`config.mk`:
```
export PLATFORM = sky130hd
export DESIGN_NAME = mult_arb
export DESIGN_NICKNAME = d
export VERILOG_FILES = /design/src/rtl/mult_arb_pkg.sv /design/src/rtl/mult_seq_core.sv /design/src/rtl/mult_arb.sv
export SDC_FILE = /design/constraint.sdc
export NUM_CORES = 1
export LEC_CHECK = 0
export CAP_MARGIN = 10
export CORE_MARGIN = 2
export CORE_UTILIZATION = 40
export DETAILED_ROUTE_END_ITERATION = 8
export SKIP_LAST_GASP = 1
export SYNTH_ARGS = -nofsm -noshare
export SYNTH_HDL_FRONTEND = slang
export SYNTH_HIERARCHICAL = 1
export SYNTH_SLANG_ARGS = --single-unit
```
`constraint.sdc`:
```
create_clock -name clk -period 2.75 [get_ports clk]
set_input_delay 0.55 -clock clk [delete_from_list [all_inputs] [get_ports clk]]
set_output_delay 0.55 -clock clk [all_outputs]
set_load 0.1 [all_outputs]
```
`src/rtl/mult_arb_pkg.sv`:
```
// Shared state encodings and tag-width helper for the multiplier arbiter.
package mult_arb_pkg;

    typedef enum logic [1:0] {
        IDLE = 2'd0,
        RUN  = 2'd1,
        DONE = 2'd2
    } state_t;

    // Requester tag width; never narrower than one bit.
    function automatic int calc_id_w(input int r);
        return (r > 2) ? $clog2(r) : 1;
    endfunction

endpackage

```
`src/rtl/mult_seq_core.sv`:
```
// Iterative shift-add multiplier, one multiplier bit per cycle.
// Latency: M cycles from start to the done pulse; product is valid alongside done.
// Backpressure: none; the caller must register product when done pulses.
module mult_seq_core
    import mult_arb_pkg::*;
#(
    parameter int N = 4,
    parameter int M = 4
) (
    input  logic           clk,
    input  logic           rstn,
    input  logic           start,
    input  logic [N-1:0]   mult1,
    input  logic [M-1:0]   mult2,
    output logic           busy,
    output logic           done,
    output logic [N+M-1:0] product
);

    localparam int W     = N + M;
    localparam int CNT_W = (M > 1) ? $clog2(M) : 1;

    logic [W-1:0]     acc;
    logic [W-1:0]     mcand;
    logic [M-1:0]     mplr;
    logic [CNT_W-1:0] cnt;
    logic             busy_q;
    logic [W-1:0]     acc_nxt;

    assign acc_nxt = acc + (mplr[0] ? mcand : '0);
    assign done    = busy_q && (cnt == CNT_W'(M - 1));
    // Product includes the last partial product so it is ready on the final edge.
    assign product = acc_nxt;
    assign busy    = busy_q;

    always_ff @(posedge clk or negedge rstn) begin
        if (!rstn) begin
            acc    <= '0;
            mcand  <= '0;
            mplr   <= '0;
            cnt    <= '0;
            busy_q <= 1'b0;
        end else if (start) begin
            acc    <= '0;
            mcand  <= W'(mult1);
            mplr   <= mult2;
            cnt    <= '0;
            busy_q <= 1'b1;
        end else if (busy_q) begin
            acc   <= acc_nxt;
            mcand <= mcand << 1;
            mplr  <= mplr >> 1;
            cnt   <= cnt + 1'b1;
            if (done) begin
                busy_q <= 1'b0;
            end
        end
    end

endmodule

```
`src/rtl/mult_arb.sv`:
```
// Round-robin arbiter sharing one shift-add multiplier among R requesters.
// Latency: result valid M cycles after the accepting edge; accept-to-accept >= M+2.
// Backpressure: result held in DONE until res_ack; no requests accepted meanwhile.
module mult_arb
    import mult_arb_pkg::*;
#(
    parameter int N    = 4,
    parameter int M    = 4,
    parameter int R    = 2,
    parameter int ID_W = calc_id_w(R)
) (
    input  logic           clk,
    input  logic           rstn,
    input  logic [R-1:0]   req_vld,
    output logic [R-1:0]   req_rdy,
    input  logic [R*N-1:0] req_mult1,
    input  logic [R*M-1:0] req_mult2,
    output logic           res_vld,
    input  logic           res_ack,
    output logic [N+M-1:0] res,
    output logic [ID_W-1:0] res_id
);

    state_t          state, state_nxt;
    logic [ID_W-1:0] last_gnt;
    logic [ID_W-1:0] hi_gnt, lo_gnt, gnt;
    logic            hi_vld, lo_vld, gnt_vld;
    logic [N-1:0]    sel1;
    logic [M-1:0]    sel2;
    logic            accept;
    logic            core_busy, core_done;
    logic [N+M-1:0]  core_product;

    // Lowest valid index above last_gnt wins; otherwise wrap to the lowest valid index.
    always_comb begin
        hi_gnt = '0;
        hi_vld = 1'b0;
        lo_gnt = '0;
        lo_vld = 1'b0;
        for (int i = R - 1; i >= 0; i--) begin
            if (req_vld[i]) begin
                lo_gnt = ID_W'(i);
                lo_vld = 1'b1;
                if (ID_W'(i) > last_gnt) begin
                    hi_gnt = ID_W'(i);
                    hi_vld = 1'b1;
                end
            end
        end
        gnt     = hi_vld ? hi_gnt : lo_gnt;
        gnt_vld = hi_vld | lo_vld;
    end

    always_comb begin
        sel1 = '0;
        sel2 = '0;
        for (int i = 0; i < R; i++) begin
            if (ID_W'(i) == gnt) begin
                sel1 = req_mult1[i*N +: N];
                sel2 = req_mult2[i*M +: M];
            end
        end
    end

    assign accept = (state == IDLE) && gnt_vld && !core_busy;

    always_comb begin
        req_rdy = '0;
        for (int i = 0; i < R; i++) begin
            req_rdy[i] = accept && rstn && (ID_W'(i) == gnt);
        end
    end

    mult_seq_core #(.N(N), .M(M)) u_core (
        .clk     (clk),
        .rstn    (rstn),
        .start   (accept),
        .mult1   (sel1),
        .mult2   (sel2),
        .busy    (core_busy),
        .done    (core_done),
        .product (core_product)
    );

    always_ff @(posedge clk or negedge rstn) begin
        if (!rstn) begin
            state <= IDLE;
        end else begin
            state <= state_nxt;
        end
    end

    always_comb begin
        state_nxt = state;
        case (state)
            IDLE:    if (accept)    state_nxt = RUN;
            RUN:     if (core_done) state_nxt = DONE;
            DONE:    if (res_ack)   state_nxt = IDLE;
            default:                state_nxt = IDLE;
        endcase
    end

    always_ff @(posedge clk or negedge rstn) begin
        if (!rstn) begin
            last_gnt <= ID_W'(R - 1);
            res      <= '0;
            res_id   <= '0;
        end else begin
            if (accept) begin
                last_gnt <= gnt;
                res_id   <= gnt;
            end
            if (state == RUN && core_done) begin
                res <= core_product;
            end
        end
    end

    assign res_vld = (state == DONE);

endmodule

```
# After elaboration in Yosys (flattened, before gate mapping)
# Index checks and enable logic that the tools add are counted.
[word_totals] register_bits=35 latchBits=0 mem_bits_rw=0 romBits=0 elab_cells=60 memories=0
[classes] n_addsub=2 n_mul=0 div=0 order_cmp=2 eq_ne=6 shift=0 n_mux=28 bitwise_logic=2 reduce_logical=11
[op_table] op="$mux W8" count=5
[op_table] op="$mux W4" count=4
[op_table] op="$mux W1" count=13
[op_table] op="$mux W2" count=5
[op_table] op="$add A8 B8 Y8" count=1
[op_table] op="$logic_and A1 B1 Y1" count=7
[op_table] op="$pmux W2 S3" count=1
[op_table] op="$eq A2 B2 Y1 const B" count=2
[op_table] op="$ne A2 B2 Y1 const B" count=2
[op_table] op="$reduce_and A3 Y1" count=1
[op_table] op="$add A2 B1 Y2 const B" count=1
[op_table] op="$eq A2 B1 Y1 const B" count=1
[op_table] op="$gt A1 B1 Y1 const A" count=2
[op_table] op="$logic_not A2 Y1" count=1
[op_table] op="$ne A2 B1 Y1 const B" count=1
[op_table] op="$reduce_bool A2 Y1" count=1
[op_table] op="$logic_not A1 Y1" count=1
[op_table] op="$not A1 Y1" count=1
[op_table] op="$or A1 B1 Y1" count=1

# Logic depth before layout (Yosys ltp)
[depth] word_depth=10 mapped_depth=9 mapped_depth_nobuf=9

# Hierarchy
# Netlist, hierarchy kept.
[modules_own_cells] mod="mult_seq_core" n_inst=1 cells_per_inst=135 area_each_um2=1332.5 seq_area_each_um2=575.6
[modules_own_cells] mod="mult_arb" n_inst=1 cells_per_inst=44 area_each_um2=619.3 seq_area_each_um2=301.5

# Worst setup path after synthesis
# No wires, ideal clock.
[synth_path] kind="input -> output" start="in req_vld[1]" end="out req_rdy[0]" arrival_time_ps=2062 required_time_ps=2200 slack_ps=138 path_stages=3 path_buffers=1 path_cell_list="a21boi_2 buf_6 nor3b_2"
[synth_via] elab_chain_cells=8 word_cells_on_any_way=15 cone_classes="mux: 9; bitwise: 2; reduce/logical: 4"
[synth_rtl] item="from (decl)" line_no="mult_arb.sv:14" text="input logic [R-1:0] req_vld,"
[synth_rtl] item="$mux W1" line_no="mult_arb.sv:41" text="if (req_vld[i]) begin"
[synth_rtl] item="$mux W1" line_no="mult_arb.sv:44" text="if (ID_W'(i) > last_gnt) begin"
[synth_rtl] item="$mux W1" line_no="mult_arb.sv:41"
[synth_rtl] item="$or A1 B1 Y1" line_no="mult_arb.sv:51" text="gnt_vld = hi_vld | lo_vld;"
[synth_rtl] item="$logic_and A1 B1 Y1 (2 in series)" line_no="mult_arb.sv:65" text="assign accept = (state == IDLE) && gnt_vld && !core_busy;"
[synth_rtl] item="$logic_and A1 B1 Y1" line_no="mult_arb.sv:70" text="req_rdy[i] = accept && rstn && (ID_W'(i) == gnt);"
[synth_rtl] item="$logic_and A1 B1 Y1 (*)" line_no="mult_arb.sv:70"
[synth_rtl] item="to (decl)" line_no="mult_arb.sv:15" text="output logic [R-1:0] req_rdy,"
# Every way passes the cells marked *; elsewhere a longest branch is shown, timed or not.

# Worst setup path in the final report
[layout_path] start="reg u_core.mplr[0]" end="reg res[6]"
[layout_via] elab_chain_cells=2
[layout_rtl] item="from (decl)" line_no="mult_seq_core.sv:25" text="logic [M-1:0] mplr;"
[layout_rtl] item="from (signal assigned)" line_no="mult_seq_core.sv:46" text="mplr <= mult2;"
[layout_rtl] item="from (signal assigned)" line_no="mult_seq_core.sv:52" text="mplr <= mplr >> 1;"
[layout_rtl] item="$mux W8" line_no="mult_seq_core.sv:30" text="assign acc_nxt = acc + (mplr[0] ? mcand : '0);"
[layout_rtl] item="$add A8 B8 Y8" line_no="mult_seq_core.sv:30"
[layout_rtl] item="named net core_product[6]" line_no="mult_arb.sv:32" text="logic [N+M-1:0] core_product;"
[layout_rtl] item="to (signal assigned)" line_no="mult_arb.sv:114" text="res <= core_product;"
[layout_rtl] item="to (decl)" line_no="mult_arb.sv:20" text="output logic [N+M-1:0] res,"
# The timed path passes the listed nets, and every way through them passes these cells.
# A chain may end at the register's enable or synchronous reset.

==> run metrics <==
status finished clean; DR vias/cell 4.961; Comb power frac 0.530; Final period util 0.9076; Die H 73.86 um; IO Count 33; total global routing overflow 0; Relative slew margins 0.7332; Net Sw Power 1232 uW; clk buf depth 2; Crit path largest cell delay 0.47 ns; Async SR Flop Fraction 1.000; row count 25; routed len/inst 13.87 um; FF-to-FF End res[6]; setup TNS 0 ns; length in cells of the worst reg-to-reg path 9; DRT iter0 DRCs 86; Worst Path Required 2.92 ns; Routed WL 3.939 mm; unique cell type count in the Yosys netlist 37; commonest non-fill, non-tap cell in the layout dfrtp_1; VDD IR-drop max 576.5 uV; largest net degree at the start of global routing 33; Max FO, Critical Path 10; initial antenna violation count 0; first-pass GRT wire length 6.561 mm; Die Area 0.005455 mm^2; postcts setup bufs 0; Root Buffer clkbuf_8; Crit-path slowest cell dfrtp_1; Clk pwr share 0.133; most frequent cells in the layout dfrtp_1, clkdlybuf4s50_1, mux2i_1, mux2_2, nor2_1; Final Skew 0.005605 ns; Worst Setup End Kind flop; Routability Congestion 0.8236; multi-input logic area 0.001022 mm^2; PortBufs 32; delay-heaviest family, CP compound AO/OA/AOI/OAI gates; Yosys warnings 6; DR vias 1,409; Worst Path Arrival 2.66 ns; DRC viols 0; critical path type flop to flop; FF-to-FF setup slack 0.25 ns; Finished Core Util 0.5150; 1st-pass router iterations 4; syn avg cell area 10.90 um^2; Synth Flop Type dfrtp_1; DIE WIDTH 73.86 um; Post-DRT Antenna Nets 0; Setup violations, final 0; DP HPWL 2.879 mm; synthesized flop and latch total 35; post-CTS sizing 0; sequential share of power 0.337; vias in the first global route 1,406; Starting Density 0.4132; fmax 0.4007 GHz; # Max-Cap Violations 0; Worst-path clk slew 0.07 ns; H-tree levels 2; clock sink total 35; Mapped Cells 179; n_diodes 0; P&R area growth vs syn 24.62%; CTS Buf Count 5; Fillers 437; origin of the critical flop-to-flop path u_core/mplr[0]; final hold vios 0; P_leak 0.001185 uW; Core Area 0.004723 mm^2; register area 877.1 um^2; latest clock arrival within the worst-skew pair 0.28 ns; P per Cell Area 1094 mW/mm^2; EDFF count, synth 0; CP Cell Sequence and2_1, ha_1, fa_1, a21o_2, a21oi_1, o21ai_0, nor2_1, xnor2_1, mux2_2; crit start category flop; synthesized area 0.001952 mm^2; Final Critical Period 2.496 ns; CTS tree yes; internal power 1429 uW; post-synth net total 209; Worst Path Buf+Inv 0; hold buffer count at CTS 0; Worst Hold Class input pin to asynchronous set/reset pin; Seq/Total Area, Yosys 0.4494; Final nets 246; Worst-Margin Slew 0.4002 ns; RSZ-0062 raised after global routing false; total track usage 0.1612; sw frac 0.4629; layout cell share with drive strength beyond 1 0.2258; Slew Limit Fails 0
## cells in the mapped netlist, types with 2 or more instances
cell type	number	area, um^2
a21oi_2	2	17.52
and2_1	8	50.05
dfrtp_1	34	850.8
inv_1	4	15.01
nor2b_1	3	18.77
nor2_1	16	60.06
xnor2_1	6	52.55
a22o_1	2	17.52
nand2_1	14	52.55
mux2_2	16	180.2
xor2_1	2	17.52
a21oi_1	5	25.02
o21ai_0	12	60.06
clkbuf_1	3	11.26
mux2i_1	17	170.2
ha_1	8	100.1
nand2b_1	3	18.77
buf_2	3	15.01
nand3_1	3	15.01
## worst max path at each step
stage	slack, ns	start	cells after the start	to
after floorplan	0.14	req_vld[1]	3	req_rdy[0]
after global placement	0.37	u_core/mplr[0]	9	res[6]
after detailed placement	0.30	req_vld[1]	4	req_rdy[1]
after CTS	0.28	u_core/mplr[0]	9	res[6]
after global routing	0.17	u_core/mplr[0]	9	res[6]
final	0.25	u_core/mplr[0]	9	res[6]
## per-stage QoR
step | total power [uW] | area, um^2 | instances | hold slack (ns) | setup slack [ns]
after global placement | 2291 | 2351 | 276 | 0.4911 | 0.3727
after CTS | 2695 | 2432 | 284 | 0.4930 | 0.2844
final | 2661 | 2432 | 284 | 0.4915 | 0.2542
after floorplan | 1987 | 1952 | 179 | 0.2544 | 0.1378
after global routing | 2862 | 2432 | 284 | 0.4936 | 0.1695
after detailed placement | 2326 | 2351 | 276 | 0.4961 | 0.3032
## sequential cells by signal (all words and copies together) (netlist names)
name / flops
res: 8
res_id: 1
u_core/cnt: 2
state: 2
u_core/mcand: 8
u_core/busy: 1
u_core/acc: 8
u_core/mplr: 4
last_gnt: 1
## routing by layer
layer / track usage / vias to the layer above / part of all wire
met1: 0.2043 / 689 / 0.46
met4: 0.04848 / 0 / 0.0094
li1: - / 692 / -
met5: 0 / - / 0
met3: 0.04527 / 4 / 0.032
met2: 0.2669 / 24 / 0.50
## worst reg2reg max path: cells and delay by family (launching register included)
family | cells | cell delay [ns]
and+or+nand+nor | 2 | 0.35
adders and majority gates | 2 | 0.61
xor gates and xnor gates | 1 | 0.08
muxes | 1 | 0.26
DFF | 1 | 0.47
AOI/OAI and AO/OA | 3 | 0.61
## power by group through the flow
stage               clock [uW]  combinational (uW)  sequential [uW]
floorplan                    0                 774             1210
detailed placement           0                1420              904
CTS                        369                1430              898
global placement             0                1400              895
finish                     355                1410              896
global route               394                1540              930
## area by class of cell
type | instances | share of cell area
Tap cell | 67 | 0.03447
Inverter | 4 | 0.006173
Clock inverter | 1 | 0.002058
Sequential cell | 35 | 0.3606
Timing Repair Buffer | 37 | 0.1451
Clock buffer | 7 | 0.03138
Multi-Input combinational cell | 133 | 0.4203
## logic make-up (layout without fill, tap and decap cells)
logic type      count (synthesis)  after routing  synth area share
simple gates                   54             54            0.1494
buf+inv                        11             49           0.02692
xor+xnor                        8              8           0.03590
flops                          35             35            0.4494
mux                            34             34            0.1853
compound gates                 28             28           0.09168
fa+ha+maj                       9              9           0.06154
Power figures use the tool's default switching activity.
